`config.mk`:
```
export PLATFORM = sky130hd
export DESIGN_NAME = prog_loader
export DESIGN_NICKNAME = d
export VERILOG_FILES = /design/src/rtl/prog_loader.sv
export SDC_FILE = /design/constraint.sdc
export NUM_CORES = 1
export LEC_CHECK = 0
export ABC_AREA = 1
export ABC_CLOCK_PERIOD_IN_PS = 4500
export CORE_ASPECT_RATIO = 1.5
export CORE_UTILIZATION = 37
export CTS_BUF_LIST = sky130_fd_sc_hd__clkbuf_16
export DETAILED_ROUTE_END_ITERATION = 10
export PLACE_DENSITY = 0.64
export SLEW_MARGIN = 20
export SYNTH_ARGS = -nofsm -noshare
export SYNTH_HDL_FRONTEND = slang
export SYNTH_SLANG_ARGS = --single-unit
```
`constraint.sdc`:
```
create_clock -name clk -period 4.5 [get_ports clk]
set_clock_uncertainty 0.05 [all_clocks]
set_input_delay 1.35 -clock clk [delete_from_list [all_inputs] [get_ports clk]]
set_output_delay 1.35 -clock clk [all_outputs]
set_load 0.01 [all_outputs]
```
`src/rtl/prog_loader.sv`:
```
// Program loader: streams a byte image from a valid/ready source into the
// 16-byte RAM over the shared bus (MI/WE protocol), then checks a trailing checksum.
module prog_loader #(
  parameter int DEPTH  = 16,
  parameter int ADDR_W = 4
) (
  input  logic       clk,
  input  logic       rst,
  input  logic       start,
  input  logic [7:0] in_data,
  input  logic       in_valid,
  output logic       in_ready,
  output logic [7:0] bus_out,
  output logic       bus_drive,
  output logic       MI,
  output logic       WE,
  output logic       cpu_halt,
  output logic       busy,
  output logic       done,
  output logic       err,
  output logic [4:0] count
);

  localparam int DATA_W = 8;
  localparam logic [ADDR_W:0] LAST_ADDR = (ADDR_W+1)'(DEPTH);
  localparam logic [ADDR_W:0] ADDR_ONE  = (ADDR_W+1)'(1);

  typedef enum logic [2:0] {
    S_IDLE, S_WAIT, S_ADDR, S_DATA, S_CHECK, S_DONE, S_ERROR
  } state_t;

  state_t              state;
  logic [ADDR_W:0]     addr;
  logic [DATA_W-1:0]   sum;
  logic [DATA_W-1:0]   data_q;

  function automatic logic [DATA_W-1:0] add_mod(input logic [DATA_W-1:0] a,
                                                input logic [DATA_W-1:0] b);
    return a + b;
  endfunction

  function automatic logic [DATA_W-1:0] addr_on_bus(input logic [ADDR_W:0] a);
    return {{(DATA_W-ADDR_W){1'b0}}, a[ADDR_W-1:0]};
  endfunction

  always_ff @(posedge clk or negedge rst) begin
    if (!rst) begin
      state     <= S_IDLE;
      addr      <= '0;
      sum       <= '0;
      data_q    <= '0;
      count     <= '0;
      in_ready  <= 1'b0;
      bus_out   <= '0;
      bus_drive <= 1'b0;
      MI        <= 1'b0;
      WE        <= 1'b0;
      cpu_halt  <= 1'b0;
      busy      <= 1'b0;
      done      <= 1'b0;
      err       <= 1'b0;
    end else begin
      // Bus strobes are one-cycle pulses; every state that needs them re-asserts.
      bus_out   <= '0;
      bus_drive <= 1'b0;
      MI        <= 1'b0;
      WE        <= 1'b0;
      case (state)
        S_IDLE, S_DONE, S_ERROR: begin
          if (start) begin
            state    <= S_WAIT;
            addr     <= '0;
            sum      <= '0;
            count    <= '0;
            done     <= 1'b0;
            err      <= 1'b0;
            cpu_halt <= 1'b1;
            busy     <= 1'b1;
            in_ready <= 1'b1;
          end
        end
        S_WAIT: begin
          if (in_valid) begin
            data_q   <= in_data;
            in_ready <= 1'b0;
            if (addr < LAST_ADDR) begin
              state     <= S_ADDR;
              bus_drive <= 1'b1;
              MI        <= 1'b1;
              bus_out   <= addr_on_bus(addr);
            end else begin
              state <= S_CHECK;
            end
          end
        end
        S_ADDR: begin
          state     <= S_DATA;
          bus_drive <= 1'b1;
          WE        <= 1'b1;
          bus_out   <= data_q;
        end
        S_DATA: begin
          sum      <= add_mod(sum, data_q);
          addr     <= addr + ADDR_ONE;
          count    <= count + 5'd1;
          state    <= S_WAIT;
          in_ready <= 1'b1;
        end
        S_CHECK: begin
          busy <= 1'b0;
          if (add_mod(sum, data_q) == '0) begin
            state    <= S_DONE;
            done     <= 1'b1;
            cpu_halt <= 1'b0;
          end else begin
            state <= S_ERROR;
            err   <= 1'b1;
          end
        end
        default: state <= S_IDLE;
      endcase
    end
  end

endmodule

```
### Word level (Yosys, flattened, before mapping)

Index checks and enable logic that the tools add are counted.

* multiplexer cells: 29
* add/sub/neg operators: 3
* eq/ne operators: 10
* $lt $le $gt $ge: 1
* reductions and logical operators: 13

Operators with widths (number)
* one-hot mux 8 bit (2 select lines): 2
* one-hot mux 5 bit (2 select lines): 2
* one-hot mux 3 bit (5 select lines): 1
* adder 5 x 1 -> 5 bit (second input constant): 2
* two-way mux 1 bit: 10
* one-hot mux 1 bit (2 select lines): 5
* == test 3 bit (second input constant): 3
* two-way mux 3 bit: 3
* AND reduction 3 bit: 3
* adder 8 bit: 1
* logical NOT 8 bit: 1
* two-way mux 4 bit: 2
* two-way mux 8 bit: 1
* != test 2 bit (second input constant): 4
* AND reduction 2 bit: 4
* == test 3 x 2 -> 1 bit (second input constant): 2
* < comparator 5 bit (second input constant): 1
* two-way mux 5 bit: 1
* nonzero test 2 bit: 2
* == test 3 x 1 -> 1 bit (second input constant): 1
* logical NOT 3 bit: 1
* one-hot mux 1 bit (3 select lines): 1
* nonzero test 3 bit: 1
* OR reduction 3 bit: 1
* two-way mux 2 bit: 1

* word-level logic and storage cells: 70
* bits in registers: 45
* input port bits: 12

### Logic depth before layout (Yosys ltp)

Gate-level depths: netlist (run 1).

* word-level depth: 4
* mapped depth: 14
* depth with buffers taken out: 14

### Least setup slack after synthesis (run 1)

No wires, ideal clock.

* kind: input to register
* start: input in_valid
* end: register data_q[3]
* data required time: 4.325 ns
* setup slack: 2.474 ns
* stages: 3
* arrival: 1.851 ns
* path buffers: 1
* cell sequence: nand2_2 > buf_6 > mux2_4

* cells in the longest elaborated chain, start to end: 1

Ends and longest elaborated chain
* start: declaration: RTL line 11 `input logic in_valid,`
* AND reduction 2 bit (no line)
* end signal: assignment: RTL line 84 `data_q <= in_data;`
* end: declaration: RTL line 35 `logic [DATA_W-1:0] data_q;`

Every way passes these cells.
A chain may end at the register's enable or synchronous reset.

### Worst setup path in the final report (run 1)

* start: register count[2]
* end: output count[2]

RTL lines
* start: declaration: RTL line 21 `output logic [4:0] count`
* start signal: assignment: RTL line 105 `count <= count + 5'd1;`

No word-level cell between the ends.

==> impl_metrics.toml, run 1 <==
[run_status]
status = "finished clean"

[worst_setup_path]
critical_path.max_fanout = 5
critPathRequiredTime_ps = 3100
crit_buf_inv = 1
cp_slowest_stage_delay_ps = 570
path_class = "reg -> out"
cp_top_family = "buffers and inverters"
cp.arrival_ps = 1270
end_kind = "output port"
cp_cell_sequence = "clkdlybuf4s50_1"
cp_slowest_cell = "clkdlybuf4s50_1"
start_kind = "flop"

[global_route]
track_usage_pct = 16.36
grt_pass1_wl_um = 8155
overflow = 0
antenna_found_initial = 0
grt_pass1_vias = 1861
use_met1_pct = 19.61
busiest_layer = "met2"
grtUsageMet2_pct = 28.34
use_met3_pct = 3.271
grt_max_degree = 46

[clocking]
clock_path_buffers = 2
cts.sinks = 45
insertion_delay_ps = 280
clk_pin_slew_worst_paths_ps = 60
postCtsSetupBuffers = 0
htreeDepth = 2
cts_inserted_buffers = 5
cts_hold_buf = 0
cts_tree = "built"
ctsResizeCount = 0
cts-root-buf = "clkbuf_16"

[detailed_routing]
vias = 1829
wirelength_um = 4676
drt_iter0_drc = 79
wire_per_inst_um = 12.60
drc = 0
routed_via_density = 4.930
first_pass_iters = 6
drtAntennaViolNets = 0

[cells_and_area]
synthToLayoutAreaGrowth_pct = 23.88
nets = 320
final_common_cell = "nand2_1"
layout_common_cells = "nand2_1 (69), dfrtp_1 (45), inv_1 (32)"
utilization_pct = 47.87
drive_gt1_share_pct = 9.699
n_antenna_cell = 0
fill_cells = 565

[sta]
fin_ws_ps = 1826
min_period_ps = 2674
hold_violations = 0
relSlewSlack_pct = 56.04
maxSlewViolCount = 0
fin_setup_tns_ps = 0
fmax_mhz = 374.0
fin_crit_sh_pct = 59.43
setup_viol = 0
rsz0062_at_grt = "no"
worst_pin_slew_ps = 658.6

[place]
dp_slack_ps = 1861
numPortBuffers = 32
gp_congestion = 0.8241
hpwl_um = 3405

[run]
max_cap_violations = 0

[logic_synthesis]
synth_area_leaders = "dfrtp_1 (50%), nand2_1 (11%), nand3_1 (6.0%)"
syn_nets = 285
synth_edf_count = 0
syn-cell-area_um2 = 2268
synth_seq_cells = 45
syn_inst = 263
yosys_warnings = 0
synth_top_area_share_pct = 49.64
synth_seq_area_share_pct = 49.64
yosys.area.top_type = "dfrtp_1"
synth_cell_types = 28
avgSynthCellArea_um2 = 8.625
async_flop_share_pct = 100.0
synthFlopType = "dfrtp_1"

[power_and_ir_drop]
total_power_w = 0.002140
leakagePower_nw = 1.402
vdd_drop_max_v = 0.0004033
power-per-cell-area_nw_per_um2 = 761.4

[die]
dieArea_um2 = 6454
io_pins = 33
die_h_um = 97.90
coreArea_um2 = 5871
die_x_um = 65.93
placementRows = 34
start_util_pct = 38.64

[min_path]
min_path_type = "reg -> reg"
logic make-up (layout without fill, tap and decap cells):
group | count (synthesis) | after routing | synth area share, %
buffers and inverters | 41 | 77 | 7.557
XOR/XNOR | 5 | 5 | 1.930
multiplexers | 4 | 4 | 2.151
adder cells (fa/ha/maj) | 10 | 10 | 5.847
flip-flops | 45 | 45 | 49.64
AND/OR/NAND/NOR | 125 | 125 | 25.15
AO/OA/AOI/OAI | 33 | 33 | 7.722
state kept, by name, indices dropped and copies added, names as in the netlist, 3 cells and up:
name	cells
bus_out	8
count	5
state	3
addr	5
data_q	8
sum	8
cell usage after synthesis (3+ instances only):
master / number
mux2_2: 3
inv_1: 32
o21ai_0: 6
inv_2: 5
o21ai_1: 9
o22ai_1: 3
nand3_1: 27
dfrtp_1: 45
xor2_1: 4
nor2_1: 15
ha_1: 9
nand2_1: 69
nor2_2: 3
a21oi_1: 13
per-stage QoR:
| stage | instance area [um^2] | hold slack, ps | std cells |
|---|---|---|---|
| 2_1_floorplan | 2268 | 419.0 | 263 |
| 3_3_place_gp | 2641 | 404.3 | 363 |
| 3_5_place_dp | 2641 | 409.1 | 363 |
| 4_1_cts | 2808 | 424.0 | 371 |
| 5_1_grt | 2810 | 476.2 | 371 |
| 6_report | 2810 | 417.0 | 371 |
layer usage:
layer	vias to the layer above	part of all wire (%)	wire length [um]
li1	914	-	-
met1	868	44	2061
met2	40	51	2378
met3	7	3.4	161
met4	0	1.6	75
met5	-	0	0
power breakdown:
part | switching (W) | leakage (nW) | internal (W)
registers | 0.000120 | 0.572 | 0.000571
clock network | 0.000145 | 0.0775 | 0.000260
logic | 0.000613 | 0.752 | 0.000431
final timing paths:
path	start	end	slack, ps	cells past startpoint
max	count[2]$_DFFE_PN0P_	count[2]	1830	1
min	cpu_halt$_DFFE_PN0P_	cpu_halt$_DFFE_PN0P_	420	2
max reg2reg	data_q[0]$_DFFE_PN0P_	done$_DFFE_PN0P_	2280	14
min reg2reg	cpu_halt$_DFFE_PN0P_	cpu_halt$_DFFE_PN0P_	420	2
max in group asynchronous	rst	sum[6]$_DFFE_PN0P_	3000	1
min in group asynchronous	rst	bus_out[0]$_DFF_PN0_	1010	1
final cells by class:
cell class / count / area, um^2 / share of cell area, %
multi-input cells: 177 / 970.9 / 34.55
inverters: 37 / 138.9 / 4.942
flip-flops and latches: 45 / 1126 / 40.07
clock inverters: 3 / 41.29 / 1.469
well taps: 72 / 90.09 / 3.206
clock buffers: 5 / 125.1 / 4.452
repair buffers: 32 / 317.8 / 11.31
Power figures use the tool's default switching activity.
==> run 2: changes to the inputs <==
--- a/config.mk
+++ b/config.mk
@@ -6,12 +6,12 @@
 export NUM_CORES = 1
 export LEC_CHECK = 0
 export ABC_AREA = 1
-export ABC_CLOCK_PERIOD_IN_PS = 4500
+export ABC_CLOCK_PERIOD_IN_PS = 2220
 export CORE_ASPECT_RATIO = 1.5
 export CORE_UTILIZATION = 37
 export CTS_BUF_LIST = sky130_fd_sc_hd__clkbuf_16
 export DETAILED_ROUTE_END_ITERATION = 10
-export PLACE_DENSITY = 0.64
+export PLACE_DENSITY = 0.66
 export SLEW_MARGIN = 20
 export SYNTH_ARGS = -nofsm -noshare
 export SYNTH_HDL_FRONTEND = slang
==> constraint.sdc (replaced) <==
create_clock -name clk -period 2.22 [get_ports clk]
set_clock_uncertainty 0.05 [all_clocks]
set_input_delay 0.666 -clock clk [delete_from_list [all_inputs] [get_ports clk]]
set_output_delay 0.666 -clock clk [all_outputs]
set_load 0.01 [all_outputs]
==> impl_metrics.toml, run 2 (synthesized netlist as in run 1, its figures left out) <==
[sta]
setup_viol = 0
rsz0062_at_grt = "no"
fin_ws_ps = 207.1
fin_setup_tns_ps = 0
fmax_mhz = 496.8
relSlewSlack_pct = 66.58
maxSlewViolCount = 0
worst_pin_slew_ps = 498.6
fin_crit_sh_pct = 90.67
min_period_ps = 2013
hold-worst-slack_ps = 297.5
hold_violations = 0

[cells_and_area]
layout_common_cells = "nand2_1 (69), dfrtp_1 (45), inv_1 (32)"
synthToLayoutAreaGrowth_pct = 24.16
nets = 322
final_common_cell = "nand2_1"
reg_top3 = "bus_out x8, data_q x8, sum x8"
n_antenna_cell = 0
drive_gt1_share_pct = 11.30
finalNonFillerCells = 373
fill_cells = 577

[detailed_routing]
routed_via_density = 4.912
drc = 0
wirelength_um = 4803
first_pass_iters = 4
wire_per_inst_um = 12.88
drt_iter0_drc = 123
drtAntennaViolNets = 0
vias = 1832

[worst_setup_path]
r2r_slack_ps = 210
cp.arrival_ps = 2130
start_kind = "flop"
critPathRequiredTime_ps = 2340
reg2reg_from = "data_q[0]$_DFFE_PN0P_"
crit_start = "data_q[0]$_DFFE_PN0P_"
worstReg2RegEnd = "cpu_halt$_DFFE_PN0P_"
path_class = "reg -> reg"
end_kind = "flop"
rr_worst_depth = 12
critical_path.max_fanout = 3

[die]
die_x_um = 65.93
io_pins = 33
dieArea_um2 = 6454
start_util_pct = 38.64
coreArea_um2 = 5871
placementRows = 34
die_h_um = 97.90

[power_and_ir_drop]
leakagePower_nw = 1.404
vdd_drop_max_v = 0.0006193
power-per-cell-area_nw_per_um2 = 1516

[place]
place_inst = 365
numPortBuffers = 32
hpwl_um = 3506
gp_congestion = 0.8280
dp_slack_ps = 116.0

[clocking]
ctsResizeCount = 0
clock_path_buffers = 2
cts_hold_buf = 0
cts.sinks = 45
insertion_delay_ps = 280
htreeDepth = 2
cts-root-buf = "clkbuf_16"
clk_pin_slew_worst_paths_ps = 60
cts_tree = "built"
postCtsSetupBuffers = 0
cts_inserted_buffers = 5

[global_route]
grt_pass1_wl_um = 8286
grt_pass1_vias = 1831
track_usage_pct = 16.87
grt_max_degree = 46
overflow = 0
antenna_found_initial = 0

[min_path]
min_path_type = "in -> async"

[run_status]
status = "finished clean"

[run]
max_cap_violations = 0
## run 2: area by class of cell
class | instances | area (um^2) | area share, %
clock inverters | 3 | 17.52 | 0.6219
flip-flops and latches | 45 | 1126 | 39.98
well taps | 72 | 90.09 | 3.199
inverters | 37 | 138.9 | 4.931
clock buffers | 5 | 125.1 | 4.442
multi-input cells | 177 | 975.9 | 34.65
repair buffers | 34 | 342.8 | 12.17
## run 2: worst max-delay path, stage by stage, from the launching register on
cell,delay (ps)
dfrtp_1,370
ha_2,220
fa_2,430
inv_1,100
nand2_1,60
nor2_1,110
nand3_1,120
nor2_2,120
nand2_1,80
nand2_2,70
nand2_1,60
nand2_1,60
nand2_1,40
## run 2: per-stage QoR
stage                     area, um^2  utilization, %  power (W)
after floorplan                 2268               -   0.002867
after global placement          2669           45.46   0.003509
after detailed placement        2669           45.46   0.003571
after CTS                       2811           47.89   0.004311
after global routing            2816           47.98   0.004666
final                           2816           47.98   0.004271
## run 2: metal layers
layer / vias up / track usage [%] / wire [um]
met5: - / 0 / 0
met4: 0 / 7.856 / 114
met3: 8 / 3.738 / 168
met2: 40 / 27.94 / 2458
met1: 863 / 20.36 / 2062
li1: 921 / - / -
## run 2: how the worst max path moves through the flow
stage	end	slack, ps
finish	cpu_halt$_DFFE_PN0P_	210
global route	cpu_halt$_DFFE_PN0P_	10
CTS	cpu_halt$_DFFE_PN0P_	100
detailed placement	cpu_halt$_DFFE_PN0P_	120
global placement	cpu_halt$_DFFE_PN0P_	190
floorplan	done$_DFFE_PN0P_	290
## run 2: report_power, final
part           switching, W  internal (W)  total (W)
combinational       0.00126      0.000893    0.00216
clock              0.000304      0.000412   0.000716
sequential         0.000242       0.00116    0.00140
total               0.00181       0.00246    0.00427
==> run 3: changes to the inputs <==
--- a/config.mk
+++ b/config.mk
@@ -7,10 +7,10 @@
 export LEC_CHECK = 0
 export ABC_AREA = 1
 export ABC_CLOCK_PERIOD_IN_PS = 2220
-export CORE_ASPECT_RATIO = 1.5
 export CORE_UTILIZATION = 37
 export CTS_BUF_LIST = sky130_fd_sc_hd__clkbuf_16
 export DETAILED_ROUTE_END_ITERATION = 10
+export MAX_ROUTING_LAYER = met4
 export PLACE_DENSITY = 0.66
 export SLEW_MARGIN = 20
 export SYNTH_ARGS = -nofsm -noshare
==> impl_metrics.toml, run 3 (synthesized netlist as in run 1, its figures left out) <==
[run_status]
status = "finished clean"

[place]
numPortBuffers = 32
gp_congestion = 0.8829
dp_slack_ps = 160.0
hpwl_um = 3441
placed_area_um2 = 2673

[detailed_routing]
drc = 0
route.met2.wl_um = 2323
top_layer = "met4"
drtAntennaViolNets = 0
wire_per_inst_um = 12.69
first_pass_iters = 4
routed_via_density = 4.785
drt-met1-wl_um = 2223
drt_iter0_drc = 65
wl_met3_um = 207
wirelength_um = 4773
vias = 1799

[clocking]
clock_path_buffers = 2
cts_inserted_buffers = 5
insertion_delay_ps = 280
htreeDepth = 2
cts_hold_buf = 0
cts_tree = "built"
clk_pin_slew_worst_paths_ps = 60
cts-root-buf = "clkbuf_16"
cts.sinks = 45

[cells_and_area]
reg_top3 = "bus_out x8, data_q x8, sum x8"
final_common_cell = "nand2_1"
drive_gt1_share_pct = 12.62
final_area_um2 = 2839
synthToLayoutAreaGrowth_pct = 25.15
utilization_pct = 47.95
n_antenna_cell = 0
layout_common_cells = "nand2_1 (68), dfrtp_1 (45), inv_1 (32)"
nets = 322

[die]
dieArea_um2 = 6448
placementRows = 28
io_pins = 33
start_util_pct = 38.31
die_h_um = 80.30
die_x_um = 80.30
coreArea_um2 = 5921

[sta]
min_period_ps = 2039
maxSlewViolCount = 0
fin_ws_ps = 180.7
fmax_mhz = 490.4
relSlewSlack_pct = 62.39
setup_viol = 0
worst_pin_slew_ps = 561.1
fin_crit_sh_pct = 91.86
hold_violations = 0
hold-worst-slack_ps = 277.2

[power_and_ir_drop]
p_int_w = 0.002480
power-per-cell-area_nw_per_um2 = 1520
pwr-share-clk_pct = 16.9
p_seq_share_pct = 32.5
combPwrFrac_pct = 50.6
total_power_w = 0.004316
swShare_pct = 42.54
leakagePower_nw = 1.411
vdd_drop_max_v = 0.0006191
p_switching_w = 0.001836

[global_route]
overflow = 0
grt_pass1_wl_um = 7983
grt_max_degree = 28
antenna_found_initial = 0
grt_pass1_vias = 1713
track_usage_pct = 16.82

[worst_setup_path]
rr_worst_depth = 14
critical_path.max_fanout = 3
critPathRequiredTime_ps = 2340
end_kind = "flop"
path_class = "reg -> reg"
cp.arrival_ps = 2160
start_kind = "flop"

[run]
max_cap_violations = 0

[min_path]
min_path_type = "in -> async"
## run 3: final cells by class
| class | count | area [um^2] |
|---|---|---|
| fillers | 572 | 3082 |
| flip-flops and latches | 45 | 1126 |
| multi-input cells | 177 | 991.0 |
| repair buffers | 34 | 342.8 |
| inverters | 37 | 138.9 |
| clock buffers | 5 | 125.1 |
| well taps | 75 | 93.84 |
| clock inverters | 3 | 21.27 |
## run 3: stage by stage
stage | std cells | TNS (ps)
2_1_floorplan | 263 | 0
3_3_place_gp | 368 | 0
3_5_place_dp | 368 | 0
4_1_cts | 376 | 0
5_1_grt | 376 | -44.70
6_report | 376 | 0
## run 3: worst paths after layout
kind,start,to,slack (ps)
worst max-delay path,data_q[0]$_DFFE_PN0P_,cpu_halt$_DFFE_PN0P_,180
worst min-delay path,rst,bus_out[6]$_DFF_PN0_,280
worst max register to register,data_q[0]$_DFFE_PN0P_,cpu_halt$_DFFE_PN0P_,180
worst min register to register,err$_DFFE_PN0P_,err$_DFFE_PN0P_,430
max in group asynchronous,rst,bus_out[3]$_DFF_PN0_,1350
min in group clk,err$_DFFE_PN0P_,err$_DFFE_PN0P_,430
## run 3: timing repair
| action | in CTS | in global routing |
|---|---|---|
| setup endpoints to repair | 0 | 4 |
| setup buffers | 0 | 0 |
| gates resized for setup | 0 | 6 |
## run 3: routing by layer
layer / global-route usage, % / vias to the layer above
met3: 3.523 / 2
met2: 28.29 / 39
met5: - / -
met1: 20.26 / 839
met4: 5.179 / 0
li1: - / 919
## run 3: power groups by stage
stage               registers, W  clock network, W  logic [W]
finish                   0.00140          0.000732    0.00218
global route             0.00144          0.000798    0.00247
detailed placement       0.00141                 0    0.00212
CTS                      0.00140          0.000758    0.00214
floorplan                0.00143                 0    0.00143
global placement         0.00140                 0    0.00210
## run 3: worst max-delay path, cell delays in order (launching register included)
cell	delay [ps]
dfrtp_1	390
ha_2	220
fa_2	420
nand2_2	70
nand3_2	80
nand3_2	80
nand2_1	50
nand2_1	60
nand2_1	70
nor2_2	120
nand2_1	70
nand2_2	70
nand2_1	70
nand2_1	60
nand2_1	40
